--- config.mk ---
export PLATFORM = sky130hd
export DESIGN_NAME = mem_stage_lsu
export DESIGN_NICKNAME = d
export VERILOG_FILES = /design/src/rtl/rv32_pkg.sv /design/src/rtl/lsu_align.sv /design/src/rtl/mem_stage_lsu.sv
export SDC_FILE = /design/constraint.sdc
export NUM_CORES = 1
export LEC_CHECK = 0
export ABC_AREA = 1
export BUFFER_PORTS_ARGS = -buffer_cell sky130_fd_sc_hd__buf_2
export CORE_AREA = 5 5 137 139
export CTS_CLUSTER_DIAMETER = 30
export DETAILED_ROUTE_END_ITERATION = 7
export DIE_AREA = 0 0 142 144
export PLACE_DENSITY = 0.71
export SLEW_MARGIN = 0
export SYNTH_ARGS = -nofsm -noshare
export SYNTH_HDL_FRONTEND = slang
export SYNTH_SLANG_ARGS = --single-unit
--- constraint.sdc ---
create_clock -name clk -period 3.92 [get_ports clk]
set_clock_uncertainty 0.15 [all_clocks]
set_input_delay 0.196 -clock clk [delete_from_list [all_inputs] [get_ports clk]]
set_output_delay 0.196 -clock clk [all_outputs]
set_load 0.05 [all_outputs]
--- src/rtl/rv32_pkg.sv ---
// Shared RV32I constants, LSU state encoding and memory-op decode helpers
// used by the MEM-stage load/store unit.
package rv32_pkg;

  localparam logic [6:0] OPC_LOAD  = 7'b0000011;
  localparam logic [6:0] OPC_STORE = 7'b0100011;

  localparam logic [2:0] F3_B  = 3'b000;
  localparam logic [2:0] F3_H  = 3'b001;
  localparam logic [2:0] F3_W  = 3'b010;
  localparam logic [2:0] F3_BU = 3'b100;
  localparam logic [2:0] F3_HU = 3'b101;

  typedef enum logic [1:0] {
    ST_IDLE      = 2'd0,
    ST_REQ       = 2'd1,
    ST_WAIT_RESP = 2'd2,
    ST_DONE      = 2'd3
  } lsu_state_e;

  function automatic logic is_load(input logic [6:0] opcode, input logic [2:0] funct3);
    logic ok;
    case (funct3)
      F3_B, F3_H, F3_W, F3_BU, F3_HU: ok = 1'b1;
      default:                        ok = 1'b0;
    endcase
    return (opcode == OPC_LOAD) && ok;
  endfunction

  function automatic logic is_store(input logic [6:0] opcode, input logic [2:0] funct3);
    logic ok;
    case (funct3)
      F3_B, F3_H, F3_W: ok = 1'b1;
      default:          ok = 1'b0;
    endcase
    return (opcode == OPC_STORE) && ok;
  endfunction

  // Byte accesses can never be misaligned; halfwords need an even address, words a multiple of 4.
  function automatic logic is_misaligned(input logic [2:0] funct3, input logic [1:0] lane);
    logic mis;
    case (funct3)
      F3_H, F3_HU: mis = lane[0];
      F3_W:        mis = (lane != 2'b00);
      default:     mis = 1'b0;
    endcase
    return mis;
  endfunction

endpackage

--- src/rtl/lsu_align.sv ---
// Combinational lane logic: store data replication / byte enables and
// load byte/halfword extraction with sign or zero extension.
module lsu_align
  import rv32_pkg::*;
(
  input  logic [2:0]  funct3,
  input  logic [1:0]  lane,
  input  logic [31:0] store_data,
  input  logic [31:0] load_word,
  output logic [31:0] wdata,
  output logic [3:0]  be,
  output logic [31:0] load_data
);

  logic [7:0]  byte_s;
  logic [15:0] half_s;

  // Select the addressed byte and halfword out of the returned word
  always_comb begin
    byte_s = 8'h00;
    half_s = 16'h0000;
    case (lane)
      2'd0:    byte_s = load_word[7:0];
      2'd1:    byte_s = load_word[15:8];
      2'd2:    byte_s = load_word[23:16];
      2'd3:    byte_s = load_word[31:24];
      default: byte_s = 8'h00;
    endcase
    if (lane[1]) begin
      half_s = load_word[31:16];
    end else begin
      half_s = load_word[15:0];
    end
  end

  // Store steering: replicate the datum across lanes, enables pick the target bytes
  always_comb begin
    wdata = 32'h0000_0000;
    be    = 4'b0000;
    case (funct3)
      F3_B: begin
        wdata = {4{store_data[7:0]}};
        be    = 4'b0001 << lane;
      end
      F3_H: begin
        wdata = {2{store_data[15:0]}};
        be    = 4'b0011 << lane;
      end
      F3_W: begin
        wdata = store_data;
        be    = 4'b1111;
      end
      default: begin
        wdata = 32'h0000_0000;
        be    = 4'b0000;
      end
    endcase
  end

  // Load extension
  always_comb begin
    load_data = 32'h0000_0000;
    case (funct3)
      F3_B:    load_data = {{24{byte_s[7]}}, byte_s};
      F3_BU:   load_data = {24'h00_0000, byte_s};
      F3_H:    load_data = {{16{half_s[15]}}, half_s};
      F3_HU:   load_data = {16'h0000, half_s};
      F3_W:    load_data = load_word;
      default: load_data = 32'h0000_0000;
    endcase
  end

endmodule

--- src/rtl/mem_stage_lsu.sv ---
// MEM pipeline stage: issues one data-memory request per aligned load/store,
// stalls the front of the pipe until the access completes, and fills MEM/WB.
module mem_stage_lsu
  import rv32_pkg::*;
#(
  parameter logic [31:0] BUBBLE_INSTR = 32'h0000_0000
) (
  input  logic        clk,
  input  logic        rst_n,
  input  logic [31:0] PC_EX_MEM,
  input  logic [31:0] ALU_Result_EX_MEM,
  input  logic [31:0] RD2_EX_MEM,
  input  logic [31:0] Instr_EX_MEM,
  output logic        dmem_req,
  output logic        dmem_we,
  output logic [31:0] dmem_addr,
  output logic [3:0]  dmem_be,
  output logic [31:0] dmem_wdata,
  input  logic        dmem_gnt,
  input  logic        dmem_rvalid,
  input  logic [31:0] dmem_rdata,
  output logic        stall_mem,
  output logic [31:0] PC_MEM_WB,
  output logic [31:0] ALU_Result_MEM_WB,
  output logic [31:0] ReadData_MEM_WB,
  output logic [31:0] Instr_MEM_WB,
  output logic        misalign_MEM_WB
);

  lsu_state_e  state_r;
  lsu_state_e  state_next_s;
  logic        live_r;
  logic [2:0]  funct3_s;
  logic [1:0]  lane_s;
  logic        load_s;
  logic        store_s;
  logic        misalign_s;
  logic        mem_op_s;
  logic        capture_s;
  logic [31:0] rdata_r;
  logic [31:0] load_data_s;
  logic [31:0] wdata_s;
  logic [3:0]  be_s;

  assign funct3_s   = Instr_EX_MEM[14:12];
  assign lane_s     = ALU_Result_EX_MEM[1:0];
  assign load_s     = is_load(Instr_EX_MEM[6:0], funct3_s);
  assign store_s    = is_store(Instr_EX_MEM[6:0], funct3_s);
  assign misalign_s = (load_s || store_s) && is_misaligned(funct3_s, lane_s);
  assign mem_op_s   = (load_s || store_s) && !misalign_s;

  lsu_align u_align (
    .funct3     (funct3_s),
    .lane       (lane_s),
    .store_data (RD2_EX_MEM),
    .load_word  (dmem_rdata),
    .wdata      (wdata_s),
    .be         (be_s),
    .load_data  (load_data_s)
  );

  assign dmem_we    = store_s;
  assign dmem_addr  = {ALU_Result_EX_MEM[31:2], 2'b00};
  assign dmem_be    = store_s ? be_s : 4'b0000;
  assign dmem_wdata = wdata_s;

  // State register; live_r keeps the request low for the first cycle out of reset
  always_ff @(posedge clk) begin
    if (!rst_n) begin
      state_r <= ST_IDLE;
      live_r  <= 1'b0;
    end else begin
      state_r <= state_next_s;
      live_r  <= 1'b1;
    end
  end

  // Next-state logic
  always_comb begin
    state_next_s = state_r;
    case (state_r)
      ST_IDLE, ST_REQ: begin
        if (mem_op_s && live_r) begin
          if (!dmem_gnt) begin
            state_next_s = ST_REQ;
          end else if (store_s || dmem_rvalid) begin
            state_next_s = ST_DONE;
          end else begin
            state_next_s = ST_WAIT_RESP;
          end
        end else begin
          state_next_s = ST_IDLE;
        end
      end
      ST_WAIT_RESP: begin
        if (dmem_rvalid) begin
          state_next_s = ST_DONE;
        end else begin
          state_next_s = ST_WAIT_RESP;
        end
      end
      ST_DONE: state_next_s = ST_IDLE;
      default: state_next_s = ST_IDLE;
    endcase
  end

  // FSM outputs: request, pipeline stall and load-data capture strobe
  always_comb begin
    dmem_req  = 1'b0;
    stall_mem = 1'b0;
    capture_s = 1'b0;
    case (state_r)
      ST_IDLE, ST_REQ: begin
        dmem_req  = mem_op_s && live_r;
        stall_mem = mem_op_s;
        capture_s = mem_op_s && live_r && dmem_gnt && load_s && dmem_rvalid;
      end
      ST_WAIT_RESP: begin
        stall_mem = mem_op_s;
        capture_s = dmem_rvalid;
      end
      ST_DONE: begin
        dmem_req  = 1'b0;
        stall_mem = 1'b0;
        capture_s = 1'b0;
      end
      default: begin
        dmem_req  = 1'b0;
        stall_mem = 1'b0;
        capture_s = 1'b0;
      end
    endcase
  end

  // Holding register for extracted load data; cleared once handed to MEM/WB
  always_ff @(posedge clk) begin
    if (!rst_n) begin
      rdata_r <= 32'h0000_0000;
    end else if (capture_s) begin
      rdata_r <= load_data_s;
    end else if (state_r == ST_DONE) begin
      rdata_r <= 32'h0000_0000;
    end else begin
      rdata_r <= rdata_r;
    end
  end

  // MEM/WB pipeline register
  always_ff @(posedge clk) begin
    if (!rst_n) begin
      PC_MEM_WB         <= 32'h0000_0000;
      ALU_Result_MEM_WB <= 32'h0000_0000;
      ReadData_MEM_WB   <= 32'h0000_0000;
      Instr_MEM_WB      <= 32'h0000_0000;
      misalign_MEM_WB   <= 1'b0;
    end else if (stall_mem) begin
      PC_MEM_WB         <= 32'h0000_0000;
      ALU_Result_MEM_WB <= 32'h0000_0000;
      ReadData_MEM_WB   <= 32'h0000_0000;
      Instr_MEM_WB      <= BUBBLE_INSTR;
      misalign_MEM_WB   <= 1'b0;
    end else begin
      PC_MEM_WB         <= PC_EX_MEM;
      ALU_Result_MEM_WB <= ALU_Result_EX_MEM;
      ReadData_MEM_WB   <= (state_r == ST_DONE) ? rdata_r : 32'h0000_0000;
      Instr_MEM_WB      <= Instr_EX_MEM;
      misalign_MEM_WB   <= misalign_s;
    end
  end

endmodule

==> flow_summary.json <==
{
  "ys.warnings.count": 0,
  "firstDrtPassIters": 5,
  "antenna_found_initial": 0,
  "routedWlPerCell_um": 15.6,
  "hold_viol": 0,
  "hold_slack_ps": 23.9,
  "avgSynthCellArea_sq_um": 7.38,
  "leakage_nw": 5.25,
  "synth_top_area_share_pct": 51.0,
  "synth_edf_count": 0,
  "die_h_um": 144,
  "critPathLaunchType": "primary input",
  "yosys.area.top_type": "dfxtp_1",
  "report.final.slew_viol_count": 0,
  "io_buffer_count": 361,
  "swShare_pct": 31.1,
  "vias_per_cell": 4.53,
  "powerDensity_nw_per_um2": 417,
  "drive_above_1_share_pct": 31.8,
  "critPathCaptureType": "primary output",
  "sequentialPowerShare_pct": 42.7,
  "path_cells": "dlygate4sd3_1, buf_2, nor2_1, nand2_2, inv_1, buf_4, nor2_1, nor2_1, buf_2",
  "drt_wl_total_mm": 24.0,
  "core-area_sq_um": 17500,
  "crit_type": "primary input to primary output",
  "yosys.cell_types.count": 29,
  "max_freq_mhz": 337,
  "first_iter_violations": 447,
  "cts_sinks": 164,
  "cts_max_level": 4,
  "die-area_sq_um": 20400,
  "ys_seq_area_share_pct": 51.0,
  "grt_pass1_vias": 6985,
  "synth.most_common_cell": "inv_1",
  "cts-buffers-inserted": 17,
  "start_util_pct": 36.7,
  "crit_fanout": 25,
  "setup_ws_ps": 949,
  "reg2reg_slack_ps": 1600,
  "cts.repair.resized": 0,
  "grt_usage_pct": 22.8,
  "syn_inst": 873,
  "reg2reg_from": "state_r[1]",
  "setup_violations": 0,
  "synth_area_leaders": "dfxtp_1 51%, inv_1 10%, nand2_1 9.3%, nor2_1 8.3%, buf_4 4.2%",
  "combPwrFrac_pct": 19.7,
  "placementRows": 49,
  "dr_total_vias": 6950,
  "ys_ff_latch": 164,
  "synth_ff_type": "dfxtp_1",
  "grt_setup_unrepaired": "no",
  "nets": 1456,
  "cts_tree": "yes",
  "synth_area_sq_um": 6440,
  "overflow": 0,
  "io_pins": 364,
  "holdPathStages": 5,
  "post-dp-hpwl_mm": 17.3,
  "holdPathEnd": "rdata_r[21]",
  "clock_latency_ps": 420,
  "p_switching_mw": 1.26,
  "cts_max_path_buffers": 2,
  "p_clk_share_pct": 37.6,
  "die_x_um": 142,
  "placed_area_sq_um": 8140,
  "min_period_ps": 2970,
  "hp-start": "dmem_rdata[21]",
  "place_congestion": 0.944,
  "cts_root_buf": "clkbuf_16",
  "critPathMaxStageDelay_ps": 540,
  "grt_max_degree": 70,
  "drv_cap": 0,
  "ant_nets": 0,
  "ys_async_sr_fraction_pct": 0,
  "ir_drop_mv": 0.301,
  "area_growth_pct": 51.1,
  "maxSlewHeadroom_pct": 29.5,
  "slowest_stage": "dlygate4sd3_1",
  "worstPathRequired_ps": 3570,
  "cp.arrival_ps": 2620,
  "dr_wl_met3_mm": 2.01,
  "drc": 0,
  "finalInstanceArea_sq_um": 9730,
  "internal_power_mw": 2.80,
  "fin_tns_setup_ps": 0,
  "met2WireLength_mm": 12.2,
  "maxUsedRoutingLayer": "met4",
  "grt_first_pass_wirelength_mm": 36.5,
  "clk_pin_slew_ps": 60,
  "reg2regPathDepth": 6,
  "num_antenna_cells": 0,
  "dp_slack_ps": 1320,
  "synth_commonest_cells": "176 x inv_1, 164 x dfxtp_1, 159 x nand2_1",
  "worstReg2RegEnd": "ALU_Result_MEM_WB[10]",
  "period_share_pct": 75.8,
  "cpMostUsedCell": "nor2_1",
  "outcome": "finished clean",
  "hp-class": "primary input to flop",
  "drt-met1-wl_mm": 9.03,
  "tightest_slew_ps": 1050
}
==> timing repair <==
| item | CTS | global route |
|---|---|---|
| hold buffers | 105 | 0 |
| setup endpoints to repair | 0 | 0 |
| setup buffers | 0 | 0 |
| endpoints found under the hold margin | 105 | 0 |
==> worst max-delay path: cells and delay by family <==
| family | cells | cell delay (ps) |
|---|---|---|
| buf+inv | 5 | 1850 |
| simple gates | 4 | 560 |
==> cells in the final DEF, fill, tap and decap left out, types with 3 or more instances in the layout <==
cell type	n
a21oi_1	44
nand2_2	4
buf_4	3
inv_2	6
nand2_1	159
o21ai_0	40
nand4_1	33
nor2_1	142
o22ai_1	5
dlygate4sd3_1	105
o21ai_1	3
clkinvlp_4	4
inv_1	176
nor2_2	3
clkbuf_16	17
dfxtp_1	164
buf_2	361
clkinv_4	4
nand3_1	8
==> per-layer routing <==
layer	global-route usage, %	vias to the layer above
li1	-	3420
met1	25.2	3138
met2	41.4	340
met3	6.05	52
met4	9.49	0
met5	0	-
==> worst max-delay path by stage <==
stage                      from        endpoint  slack (ps)  depth (start not counted)
2_1_floorplan  Instr_EX_MEM[14]  dmem_wdata[10]        1860                          4
3_3_place_gp   Instr_EX_MEM[14]     rdata_r[25]        1410                         11
3_5_place_dp   Instr_EX_MEM[13]      rdata_r[4]        1320                         10
4_1_cts        Instr_EX_MEM[12]      dmem_be[0]         940                          9
5_1_grt        Instr_EX_MEM[12]      dmem_be[0]         800                          9
6_report       Instr_EX_MEM[12]      dmem_be[0]         950                          9
==> per-stage QoR <==
stage               total power [mW]  cells  util, %
floorplan                       2.27    874        -
global placement                2.48   1397     46.4
detailed placement              2.48   1397     46.4
CTS                             4.10   1534     55.5
global route                    4.23   1534     55.5
finish                          4.06   1534     55.5
==> state kept, by name, indices dropped and copies added, names as in the netlist <==
signal             flops
live_r                 1
ALU_Result_MEM_WB     32
misalign_MEM_WB        1
Instr_MEM_WB          32
PC_MEM_WB             32
ReadData_MEM_WB       32
rdata_r               32
state_r                2
==> power by group through the flow <==
stage | clock (mW) | combinational [mW] | sequential, mW
2_1_floorplan | 0 | 0.309 | 1.96
3_3_place_gp | 0 | 0.707 | 1.77
3_5_place_dp | 0 | 0.710 | 1.77
4_1_cts | 1.57 | 0.794 | 1.73
5_1_grt | 1.64 | 0.846 | 1.74
6_report | 1.52 | 0.800 | 1.73
==> area by class of cell <==
| class | count | area, sq um |
|---|---|---|
| flip-flops and latches | 164 | 3280 |
| clock buffers | 20 | 447 |
| well taps | 229 | 287 |
| inverters | 183 | 687 |
| multi-input cells | 456 | 2030 |
| fillers | 1606 | 7800 |
| clock inverters | 12 | 98.8 |
| repair buffers | 470 | 2900 |
==> kinds of logic after synthesis <==
logic type             count (synthesis)  synth area share [%]
buffers and inverters                254                  17.7
multiplexers                           2                 0.311
other                                  1                0.0582
AND/OR/NAND/NOR                      353                  22.7
AO/OA/AOI/OAI                         99                  8.26
flip-flops                           164                  51.0
Note: power is estimated with default switching activity, not from simulation.
